<file path="config.mk">
export PLATFORM = sky130hd
export DESIGN_NAME = unary_to_binary
export DESIGN_NICKNAME = d
export VERILOG_FILES = /design/src/rtl/unary_pkg.sv /design/src/rtl/unary_frame_counter.sv /design/src/rtl/unary_to_binary.sv
export SDC_FILE = /design/constraint.sdc
export NUM_CORES = 1
export LEC_CHECK = 0
export ABC_AREA = 1
export ABC_CLOCK_PERIOD_IN_PS = 3390
export CORE_UTILIZATION = 40
export DETAILED_ROUTE_END_ITERATION = 16
export GPL_TIMING_DRIVEN = 0
export PLACE_DENSITY = 0.63
export SETUP_SLACK_MARGIN = 0.5
export SYNTH_ARGS = -nofsm -noshare
export SYNTH_HDL_FRONTEND = slang
export SYNTH_HIERARCHICAL = 1
export SYNTH_SLANG_ARGS = --single-unit
</file>
<file path="constraint.sdc">
create_clock -name clk -period 3.39 [get_ports clk]
set_input_delay 1.017 -clock clk [delete_from_list [all_inputs] [get_ports clk]]
set_output_delay 1.017 -clock clk [all_outputs]
set_load 0.1 [all_outputs]
</file>
<file path="src/rtl/unary_pkg.sv">
// ---------------------------------------------------------------------------
// unary_pkg
// Definitions shared by the unary bit-stream generator and the unary-to-binary
// decoder, so that both ends agree on frame length and FSM state names.
//   state_t   : FSM states (IDLE, COUNT, DONE)
//   frame_len : frame length in cycles for a given binary width, 2^width - 1
// ---------------------------------------------------------------------------
package unary_pkg;

  typedef enum logic [1:0] {
    IDLE  = 2'd0,
    COUNT = 2'd1,
    DONE  = 2'd2
  } state_t;

  function automatic int unsigned frame_len(input int unsigned width);
    return (32'd1 << width) - 32'd1;
  endfunction

endpackage

</file>
<file path="src/rtl/unary_frame_counter.sv">
// ---------------------------------------------------------------------------
// unary_frame_counter
// Bit-position counter for one unary frame. Loading puts the counter on
// position 1 (position 0 is consumed on the load cycle itself); each advance
// steps it, and the advance that consumes the last position (L-1) returns it
// to 0. The counter therefore reads non-zero exactly while a frame is in
// progress after its first bit.
// Ports:
//   clk       in   rising-edge clock
//   rst       in   asynchronous active-high reset
//   i_load    in   frame accepted this cycle (bit 0 being sampled)
//   i_advance in   one more frame bit sampled this cycle
//   o_pos     out  WIDTH-bit position of the bit sampled on the next edge
//   o_last    out  o_pos is the final position of the frame (L-1)
// ---------------------------------------------------------------------------
module unary_frame_counter
  import unary_pkg::*;
#(
  parameter int WIDTH = 5
) (
  input  logic             clk,
  input  logic             rst,
  input  logic             i_load,
  input  logic             i_advance,
  output logic [WIDTH-1:0] o_pos,
  output logic             o_last
);

  localparam logic [WIDTH-1:0] LAST_POS = WIDTH'(frame_len(WIDTH) - 32'd1);

  logic [WIDTH-1:0] r_pos;

  always_ff @(posedge clk or posedge rst) begin
    if (rst) begin
      r_pos <= '0;
    end else if (i_load) begin
      r_pos <= WIDTH'(1);
    end else if (i_advance) begin
      r_pos <= (r_pos == LAST_POS) ? '0 : r_pos + WIDTH'(1);
    end
  end

  assign o_pos  = r_pos;
  assign o_last = (r_pos == LAST_POS);

endmodule

</file>
<file path="src/rtl/unary_to_binary.sv">
// ---------------------------------------------------------------------------
// unary_to_binary
// Receives a serial unary frame of L = 2^WIDTH - 1 bits, counts its ones and
// presents the count with a one-cycle valid pulse. Also reports whether the
// frame was not a clean thermometer code (a 1 seen after a 0).
// Ports:
//   clk      in   rising-edge clock
//   rst      in   asynchronous active-high reset
//   start    in   frame start; the accepting cycle carries frame bit 0
//   un_data  in   serial unary bit
//   bin_out  out  ones count of the last completed frame (held)
//   valid    out  one-cycle pulse when bin_out/err have just been updated
//   busy     out  frame being sampled; start is ignored
//   err      out  last completed frame was not a thermometer code (held)
// ---------------------------------------------------------------------------
module unary_to_binary
  import unary_pkg::*;
#(
  parameter int WIDTH = 5
) (
  input  logic             clk,
  input  logic             rst,
  input  logic             start,
  input  logic             un_data,
  output logic [WIDTH-1:0] bin_out,
  output logic             valid,
  output logic             busy,
  output logic             err
);

  state_t           r_state;
  logic [WIDTH-1:0] r_acc;
  logic             r_seen0;
  logic             r_bad;
  logic [WIDTH-1:0] r_bin_out;
  logic             r_err;

  logic             w_accept;
  logic             w_counting;
  logic [WIDTH-1:0] w_pos;
  logic             w_last;
  logic [WIDTH-1:0] w_acc_sum;
  logic             w_bad_sum;

  // A new frame may start from IDLE or directly from DONE (back-to-back).
  assign w_accept   = start && (r_state != COUNT);
  assign w_counting = (r_state == COUNT);

  // Running totals including the bit being sampled this cycle.
  assign w_acc_sum = r_acc + WIDTH'(un_data);
  assign w_bad_sum = r_bad | (un_data & r_seen0);

  unary_frame_counter #(
    .WIDTH (WIDTH)
  ) u_frame_counter (
    .clk       (clk),
    .rst       (rst),
    .i_load    (w_accept),
    .i_advance (w_counting),
    .o_pos     (w_pos),
    .o_last    (w_last)
  );

  always_ff @(posedge clk or posedge rst) begin
    if (rst) begin
      r_state   <= IDLE;
      r_acc     <= '0;
      r_seen0   <= 1'b0;
      r_bad     <= 1'b0;
      r_bin_out <= '0;
      r_err     <= 1'b0;
    end else begin
      case (r_state)
        IDLE, DONE: begin
          if (start) begin
            r_state <= COUNT;
            r_acc   <= WIDTH'(un_data);
            r_seen0 <= ~un_data;
            r_bad   <= 1'b0;
          end else begin
            r_state <= IDLE;
          end
        end
        COUNT: begin
          r_acc <= w_acc_sum;
          r_bad <= w_bad_sum;
          if (!un_data) begin
            r_seen0 <= 1'b1;
          end
          if (w_last) begin
            r_bin_out <= w_acc_sum;
            r_err     <= w_bad_sum;
            r_state   <= DONE;
          end
        end
        default: r_state <= IDLE;
      endcase
    end
  end

  assign bin_out = r_bin_out;
  assign err     = r_err;
  assign valid   = (r_state == DONE);
  // The position counter is non-zero exactly during the COUNT cycles.
  assign busy    = |w_pos;

endmodule

</file>
Word level (Yosys, flattened, before mapping)
Cells that the tools add are included.
- word-level logic and storage cells: 41
- output and inout port bits: 8
- bits in registers: 20
- equality and inequality tests: 7
- muxes and demuxes: 13
- reductions and logical operators: 9
- add/sub/neg operators: 2
- bitwise logic cells: 3
- operators with widths (operator ; count):
    5-bit two-way mux ; 4
    5-bit one-hot mux with 2 select lines ; 1
    2-bit inequality test (second input constant) ; 3
    5-bit by 1-bit adder with 5-bit output ; 1
    5-bit by 1-bit adder with 5-bit output (second input constant) ; 1
    5-bit equality test (second input constant) ; 1
    5-bit OR reduction ; 1
    1-bit two-way mux ; 4
    1-bit one-hot mux with 2 select lines ; 2
    2-bit one-hot mux with 2 select lines ; 1
    2-bit AND reduction ; 2
    2-bit nonzero test ; 2
    3-bit AND reduction ; 1
    2-bit by 1-bit equality test with 1-bit output (second input constant) ; 1
    2-bit equality test (second input constant) ; 1
    2-bit zero test ; 1
    2-bit two-way mux ; 1
    2-bit by 1-bit inequality test with 1-bit output (second input constant) ; 1
    2-bit OR reduction ; 1
    1-bit bitwise AND ; 1
    1-bit logical AND ; 1
    1-bit inverter ; 1
    1-bit OR ; 1

Logic depth before layout (Yosys ltp)
Gate-level depths: netlist (run 1).
- depth after elaboration: 4
- mapped depth: 9

Cells and area by module
Netlist (run 1), hierarchy kept.
- by module, submodules not included (module ; times used ; cells each ; area each (µm²) ; seq. area each (µm²)):
    unary_to_binary ; 1 ; 83 ; 711.9 ; 375.4
    unary_frame_counter ; 1 ; 48 ; 330.3 ; 125.1

Least setup slack after synthesis (run 1)
OpenSTA, ideal clock, no wires.
- kind: register -> output
- start point: register r_state[0]
- end point: output valid
- path buffers: 0
- cell stages (with the launch flop): 2
- setup slack: 694 ps
- arrival: 1679 ps
- cell sequence: dfrtp_1 nor2_1
- cells in the longest elaborated chain, start to end: 1
- RTL lines (what ; RTL line ; text):
    from (decl) ; unary_to_binary.sv:31 ; state_t r_state;
    from (signal assigned) ; unary_to_binary.sv:66 ; r_state <= IDLE;
    from (signal assigned) ; unary_to_binary.sv:76 ; r_state <= COUNT;
    from (signal assigned) ; unary_to_binary.sv:81 ; r_state <= IDLE;
    2-bit equality test ; unary_to_binary.sv:103 ; assign valid = (r_state == DONE);
    to (decl) ; unary_to_binary.sv:26 ; output logic valid,
Every way passes these cells.

Final worst setup path (run 1)
- start point: register r_err, in the netlist err
- end point: output err
- RTL lines (what ; RTL line ; text):
    from (decl) ; unary_to_binary.sv:36 ; logic r_err;
    from (signal assigned) ; unary_to_binary.sv:92 ; r_err <= w_bad_sum;
    to (decl) ; unary_to_binary.sv:28 ; output logic err
No word-level cell between the ends.

==> results of run 1 <==
## power by group
part           switching [µW]  internal (µW)
Combinational             498            191
Sequential                111            339
Clock                    76.8           65.7
## worst min-delay path, stage by stage (launching register included)
cell and delay, ns:
dfrtp_1 0.36, nand2_1 0.06, nand2_1 0.05
## cell families after synthesis
group,after synthesis,synth area share (%)
and+or+nand+nor,70,31.2
buffers and inverters,23,8.76
DFF,20,48.0
xor gates and xnor gates,1,0.840
AOI/OAI and AO/OA,13,6.36
adders and majority gates,4,4.80
## worst paths after layout
path                                                      startpoint                              endpoint  slack, ns  cells after the start
min in group asynchronous                                        rst  u_frame_counter/o_pos[4]$_DFFE_PP0P_       0.91                      2
worst min register to register                bin_out[4]$_DFFE_PP0P_                bin_out[4]$_DFFE_PP0P_       0.50                      2
max in group asynchronous                                        rst                r_state[0]$_DFFE_PP0P_       1.93                      2
worst min-delay path                          bin_out[4]$_DFFE_PP0P_                bin_out[4]$_DFFE_PP0P_       0.50                      2
worst max register to register  u_frame_counter/o_pos[0]$_DFFE_PP0P_                bin_out[4]$_DFFE_PP0P_       1.94                      8
worst max-delay path                                 err$_DFFE_PP0P_                                   err       0.55                      1
## final cells by class
type	instances	area share [%]
tap	30	3.07
timing repair buffer	11	8.70
clock buffer	4	2.97
inverter	23	7.47
sequential	20	40.9
multi-input combinational	88	36.8
## timing repair
action,in CTS,in global routing
setup buffers,0,0
endpoints found under the setup margin,2,2
pin swaps,0,0
resized for setup,2,3
## synth_stat cells
| library cell | count |
|---|---|
| a21oi_1 | 6 |
| clkinv_4 | 1 |
| dfrtp_1 | 20 |
| ha_1 | 4 |
| inv_1 | 21 |
| inv_2 | 1 |
| nand2_1 | 45 |
| nand2_2 | 3 |
| nand2_4 | 2 |
| nand3_1 | 9 |
| nand4_1 | 4 |
| nor2_1 | 3 |
| nor2_2 | 1 |
| nor2_4 | 2 |
| nor3_1 | 1 |
| o21ai_0 | 2 |
| o21ai_1 | 4 |
| o22ai_1 | 1 |
| xor2_1 | 1 |
## per-stage QoR
stage	hold WS, ns	cells	setup slack (ns)	utilization (%)	total power, µW
2_1_floorplan	0.453	131	0.694	-	983
3_3_place_gp	0.461	172	0.637	48.0	1120
3_5_place_dp	0.468	172	0.616	48.0	1150
4_1_cts	0.497	176	0.544	49.4	1290
5_1_grt	0.514	176	0.504	49.3	1380
6_report	0.496	176	0.555	49.3	1280
## routing by layer
layer  part of all wire, %  GRT usage [%]
met5                     0              0
met4                   1.1           7.89
met3                   1.4           2.59
met2                    50           29.7
met1                    47           21.5
## registers in the layout, summed over array words and instances (netlist names)
| register | flops |
|---|---|
| r_acc | 5 |
| u_frame_counter/o_pos | 5 |
| r_bad | 1 |
| r_seen0 | 1 |
| r_state | 2 |
| bin_out | 5 |
| err | 1 |
==> out/metrics.yaml, run 1 <==
final_cell_mix: "nand2_1, inv_1, dfrtp_1, nand3_1, clkdlybuf4s50_1"
drc: 0
cts.sinks: 20
grt_use_total_pct: 17.5
min_period_ns: 2.84
grt_pass1_vias: 825
p_per_area_nw_per_um2: 1050
ant_nets: 0
grt_start_max_net_pins: 16
drive_gt1_share_pct: 10.3
ios: 12
initial_core_util_pct: 42.1
n_antenna_cell: 0
yosys.area.top_type_share_pct: 48.0
rsz0062_at_grt: "false"
critPathTopFamily: "buffers and inverters"
die_area_um2: 2810
finalMaxSlewViolations: 0
maxSlewHeadroom_pct: 35.7
finalClockSkew_ns: 0.00150
cap_violations: 0
syn_area_um2: 1040
crit_buf_inv: 1
coreArea_um2: 2480
routed_wl_um: 2000
setup_viol: 0
drtIter0Drc: 14
crit_type: "register to output port"
yosys.area.top_type: "dfrtp_1"
ys_top_cells_by_area: "dfrtp_1, nand2_1, inv_1, ha_1, nand3_1"
wl_per_cell_um: 11.4
die_h_um: 53.0
vdd_drop_max_v: 0.000529
critPathRequiredTime_ns: 2.37
setup_tns_ns: 0
drtPass1Iterations: 6
gp_congestion: 0.762
synthToLayoutAreaGrowth_pct: 17.3
cts_tree: "done"
final_common_cell: "nand2_1"
vias: 861
layout_worst_path_cycle_share_pct: 83.6
crit_fanout: 2
vias_per_cell: 4.89
status: "finished, final reports clean"
grt_first_pass_wirelength_um: 3520
clk_pin_slew_ns: 0.11
p_leak_uw: 0.000671
hold_viol: 0
synth_seq_cells: 20
cts-buffers-inserted: 3
register_area_um2: 500
crit_chain: "clkdlybuf4s50_1"
ys.warnings.count: 6
multi_input_area_um2: 450
max_slew.worst_pin.slew_ns: 0.962
ctsRootBufferMaster: "clkbuf_4"
hold_buffers: 0
synth_cell_types: 19
timing.fmax_ghz: 0.353
stdcell_area_um2: 1220
hp-class: "register to register"
synth-seq-area-share_pct: 48.0
cp_slowest_stage_delay_ns: 1.13
synthCells: 131
overflow: 0
worstSkewPairLatency_ns: 0.31
avgSynthCellArea_um2: 7.96
antenna_found_initial: 0
portBuffers: 11
fin_nets: 155
cts_max_path_buffers: 2
fill_cells: 271
critPathCaptureType: "output port"
die_w_um: 53.0
crit_slowest_cell: "clkdlybuf4s50_1"
dp_hpwl_um: 1560
cp_data_arrival_time_ns: 1.82
rows: 18
syn-num-nets: 139
place_area_um2: 1190
cp-start-kind: "register"
htree_levels: 1
Power figures use the tool's default switching activity.
==> run 2: changes to the inputs <==
--- a/config.mk
+++ b/config.mk
@@ -6,11 +6,11 @@
 export NUM_CORES = 1
 export LEC_CHECK = 0
 export ABC_AREA = 1
-export ABC_CLOCK_PERIOD_IN_PS = 3390
+export ABC_CLOCK_PERIOD_IN_PS = 2400
 export CORE_UTILIZATION = 40
 export DETAILED_ROUTE_END_ITERATION = 16
 export GPL_TIMING_DRIVEN = 0
-export PLACE_DENSITY = 0.63
+export PLACE_DENSITY = 0.65
 export SETUP_SLACK_MARGIN = 0.5
 export SYNTH_ARGS = -nofsm -noshare
 export SYNTH_HDL_FRONTEND = slang
==> constraint.sdc (replaced) <==
create_clock -name clk -period 2.4 [get_ports clk]
set_input_delay 0.72 -clock clk [delete_from_list [all_inputs] [get_ports clk]]
set_output_delay 0.72 -clock clk [all_outputs]
set_load 0.1 [all_outputs]
==> run 2 against run 1 <==
Power grew 40%. Combinational power grew 45%. Utilization grew 0.35 points. Hold slack lost 0.011 ns. Critical path depth grew 2. Global-route usage shrank 0.31 points. Via count shrank 0.58%. Sequential share of layout area shrank 0.088 points. Clock skew is essentially flat. Critical path type unchanged. Largest cell class unchanged.
==> out/metrics.yaml, run 2 (synthesis gave the netlist of run 1 again) <==
cts_tree: "done"
ios: 12  # unchanged
hold_buffers: 0  # unchanged
initial_core_util_pct: 42.1  # unchanged
hp-class: "register to register"
overflow: 0  # unchanged
setup_tns_ns: 0  # unchanged
die_h_um: 53.0  # unchanged
crit_type: "register to output port"
hold_viol: 0  # unchanged
rsz0062_at_grt: "true"
finalMaxSlewViolations: 0  # unchanged
fill_cells: 261  # -3.7%
routed_wl_um: 1950  # -2.8%
final_cell_mix: "nand2_1, inv_1, dfrtp_1, nand3_1"
cts_max_path_buffers: 2  # unchanged
dpl_worst_slack_ns: -0.0576  # -0.674 ns
drtPass1Iterations: 6  # unchanged
p_leak_uw: 0.000673  # +0.31%
maxSlewHeadroom_pct: 60.2  # +25 points
p_switching_uw: 962  # +40%
final.setup.worst_slack_ns: 0.522  # -0.0322 ns
drtIter0Drc: 14  # unchanged
ant_nets: 0  # unchanged
vias_per_cell: 4.78  # -2.2%
timing.fmax_ghz: 0.533
layout.cells.non_filler: 179  # +1.7%
fin_nets: 158  # +1.9%
gp_congestion: 0.851  # +12%
die_w_um: 53.0  # unchanged
rows: 18  # unchanged
grt_pass1_vias: 817  # -0.97%
min_period_ns: 1.88
drc: 0  # unchanged
cp-start-kind: "register"
final_common_cell: "nand2_1"
clk_pin_slew_ns: 0.11  # about the same
htree_levels: 1  # unchanged
ctsRootBufferMaster: "clkbuf_4"
coreArea_um2: 2480  # unchanged
grt_start_max_net_pins: 16  # unchanged
critPathRequiredTime_ns: 1.68  # -0.69 ns
n_antenna_cell: 0  # unchanged
cp_data_arrival_time_ns: 1.16  # -0.66 ns
cellInternalPower_uw: 836  # +40%
antenna_found_initial: 0  # unchanged
grt_first_pass_wirelength_um: 3430  # -2.6%
wl_per_cell_um: 10.9  # -4.4%
grt_use_total_pct: 17.2  # -0.31 points
crit_fanout: 2  # unchanged
dp_hpwl_um: 1470  # -6.0%
worstSkewPairLatency_ns: 0.29  # -0.02 ns
portBuffers: 11  # unchanged
setup_viol: 0  # unchanged
cap_violations: 0  # unchanged
seqPwrFrac_pct: 33.5  # -1.6 points
rrSetupSlack_ns: 0.98  # -0.96 ns
p_per_area_nw_per_um2: 1460  # +39%
power_frac_comb_pct: 55.7  # +1.9 points
critPathCaptureType: "output port"
die_area_um2: 2810  # unchanged
finalClockSkew_ns: 0.00108  # -0.000416 ns
vdd_drop_max_v: 0.000728  # +38%
synthToLayoutAreaGrowth_pct: 18.1
cts.sinks: 20  # unchanged
clock_power_share_pct: 10.8  # -0.3 points
max_slew.worst_pin.slew_ns: 0.596  # -0.366 ns
drive_gt1_share_pct: 18.8  # +8.5 points
layout_worst_path_cycle_share_pct: 78.2
cts-buffers-inserted: 3  # unchanged
place_inst: 172  # unchanged
vias: 856  # -0.58%
status: "finished, final reports clean"
power_switching_share_pct: 53.5  # about the same
run 2: cell count changes in the layout (fill, tap and decap cells not counted), moves of 2 or more:
cell and delta:
dfrtp_2 +2, clkdlybuf4s50_1 -5, buf_2 +6, buf_6 +2, dfrtp_1 -2, buf_4 +3
run 2: critical path, cell delays in order, from the launching register on:
cell	delay [ns]
dfrtp_2	0.42
nor3_1	0.17
nand2_1	0.08
buf_6	0.19
run 2: cell type report:
class / instances / area (µm²) / share of cell area (%)
sequential: 20 / 503 / 40.9
multi-input combinational: 88 / 458 / 37.2
timing repair buffer: 14 / 105 / 8.54
inverter: 23 / 91.3 / 7.42
tap: 30 / 37.5 / 3.05
clock buffer: 4 / 36.3 / 2.95
run 2: power by group through the flow:
| stage | Sequential, µW | Combinational (µW) | Clock (µW) |
|---|---|---|---|
| floorplan | 938 | 453 | 0 |
| global placement | 628 | 964 | 0 |
| detailed placement | 634 | 985 | 0 |
| CTS | 605 | 995 | 205 |
| global route | 624 | 1110 | 216 |
| finish | 602 | 1000 | 195 |
run 2: final timing paths:
check	startpoint	endpoint	cells past startpoint
min in group asynchronous	rst	u_frame_counter/o_pos[0]$_DFFE_PP0P_	2
hold / removal	bin_out[3]$_DFFE_PP0P_	bin_out[3]$_DFFE_PP0P_	2
hold reg to reg	bin_out[3]$_DFFE_PP0P_	bin_out[3]$_DFFE_PP0P_	2
max in group asynchronous	rst	r_acc[1]$_DFFE_PP0P_	2
setup reg to reg	r_state[0]$_DFFE_PP0P_	u_frame_counter/o_pos[2]$_DFFE_PP0P_	7
setup / recovery	u_frame_counter/o_pos[3]$_DFFE_PP0P_	busy	3
run 2: stage by stage:
step           utilization, %  power [µW]  area [µm²]  hold slack (ns)
2_1_floorplan               -        1390        1050            0.453
3_3_place_gp             48.3        1590        1200            0.463
3_5_place_dp             48.3        1620        1200            0.468
4_1_cts                  49.4        1800        1220            0.494
5_1_grt                  49.7        1950        1230            0.526
6_report                 49.7        1800        1230            0.485
run 2: routing by layer:
layer	up-vias	track usage [%]	wire length, µm
met5	-	0	0
met3	0	2.59	42
met4	0	7.89	0
met2	13	29.5	997
met1	394	20.8	907
li1	449	-	-
run 2: timing repair:
action,in CTS,in global routing
resized for setup,46,0
endpoints found under the hold margin,0,0
setup endpoints to repair,8,1
buffers inserted,2,1
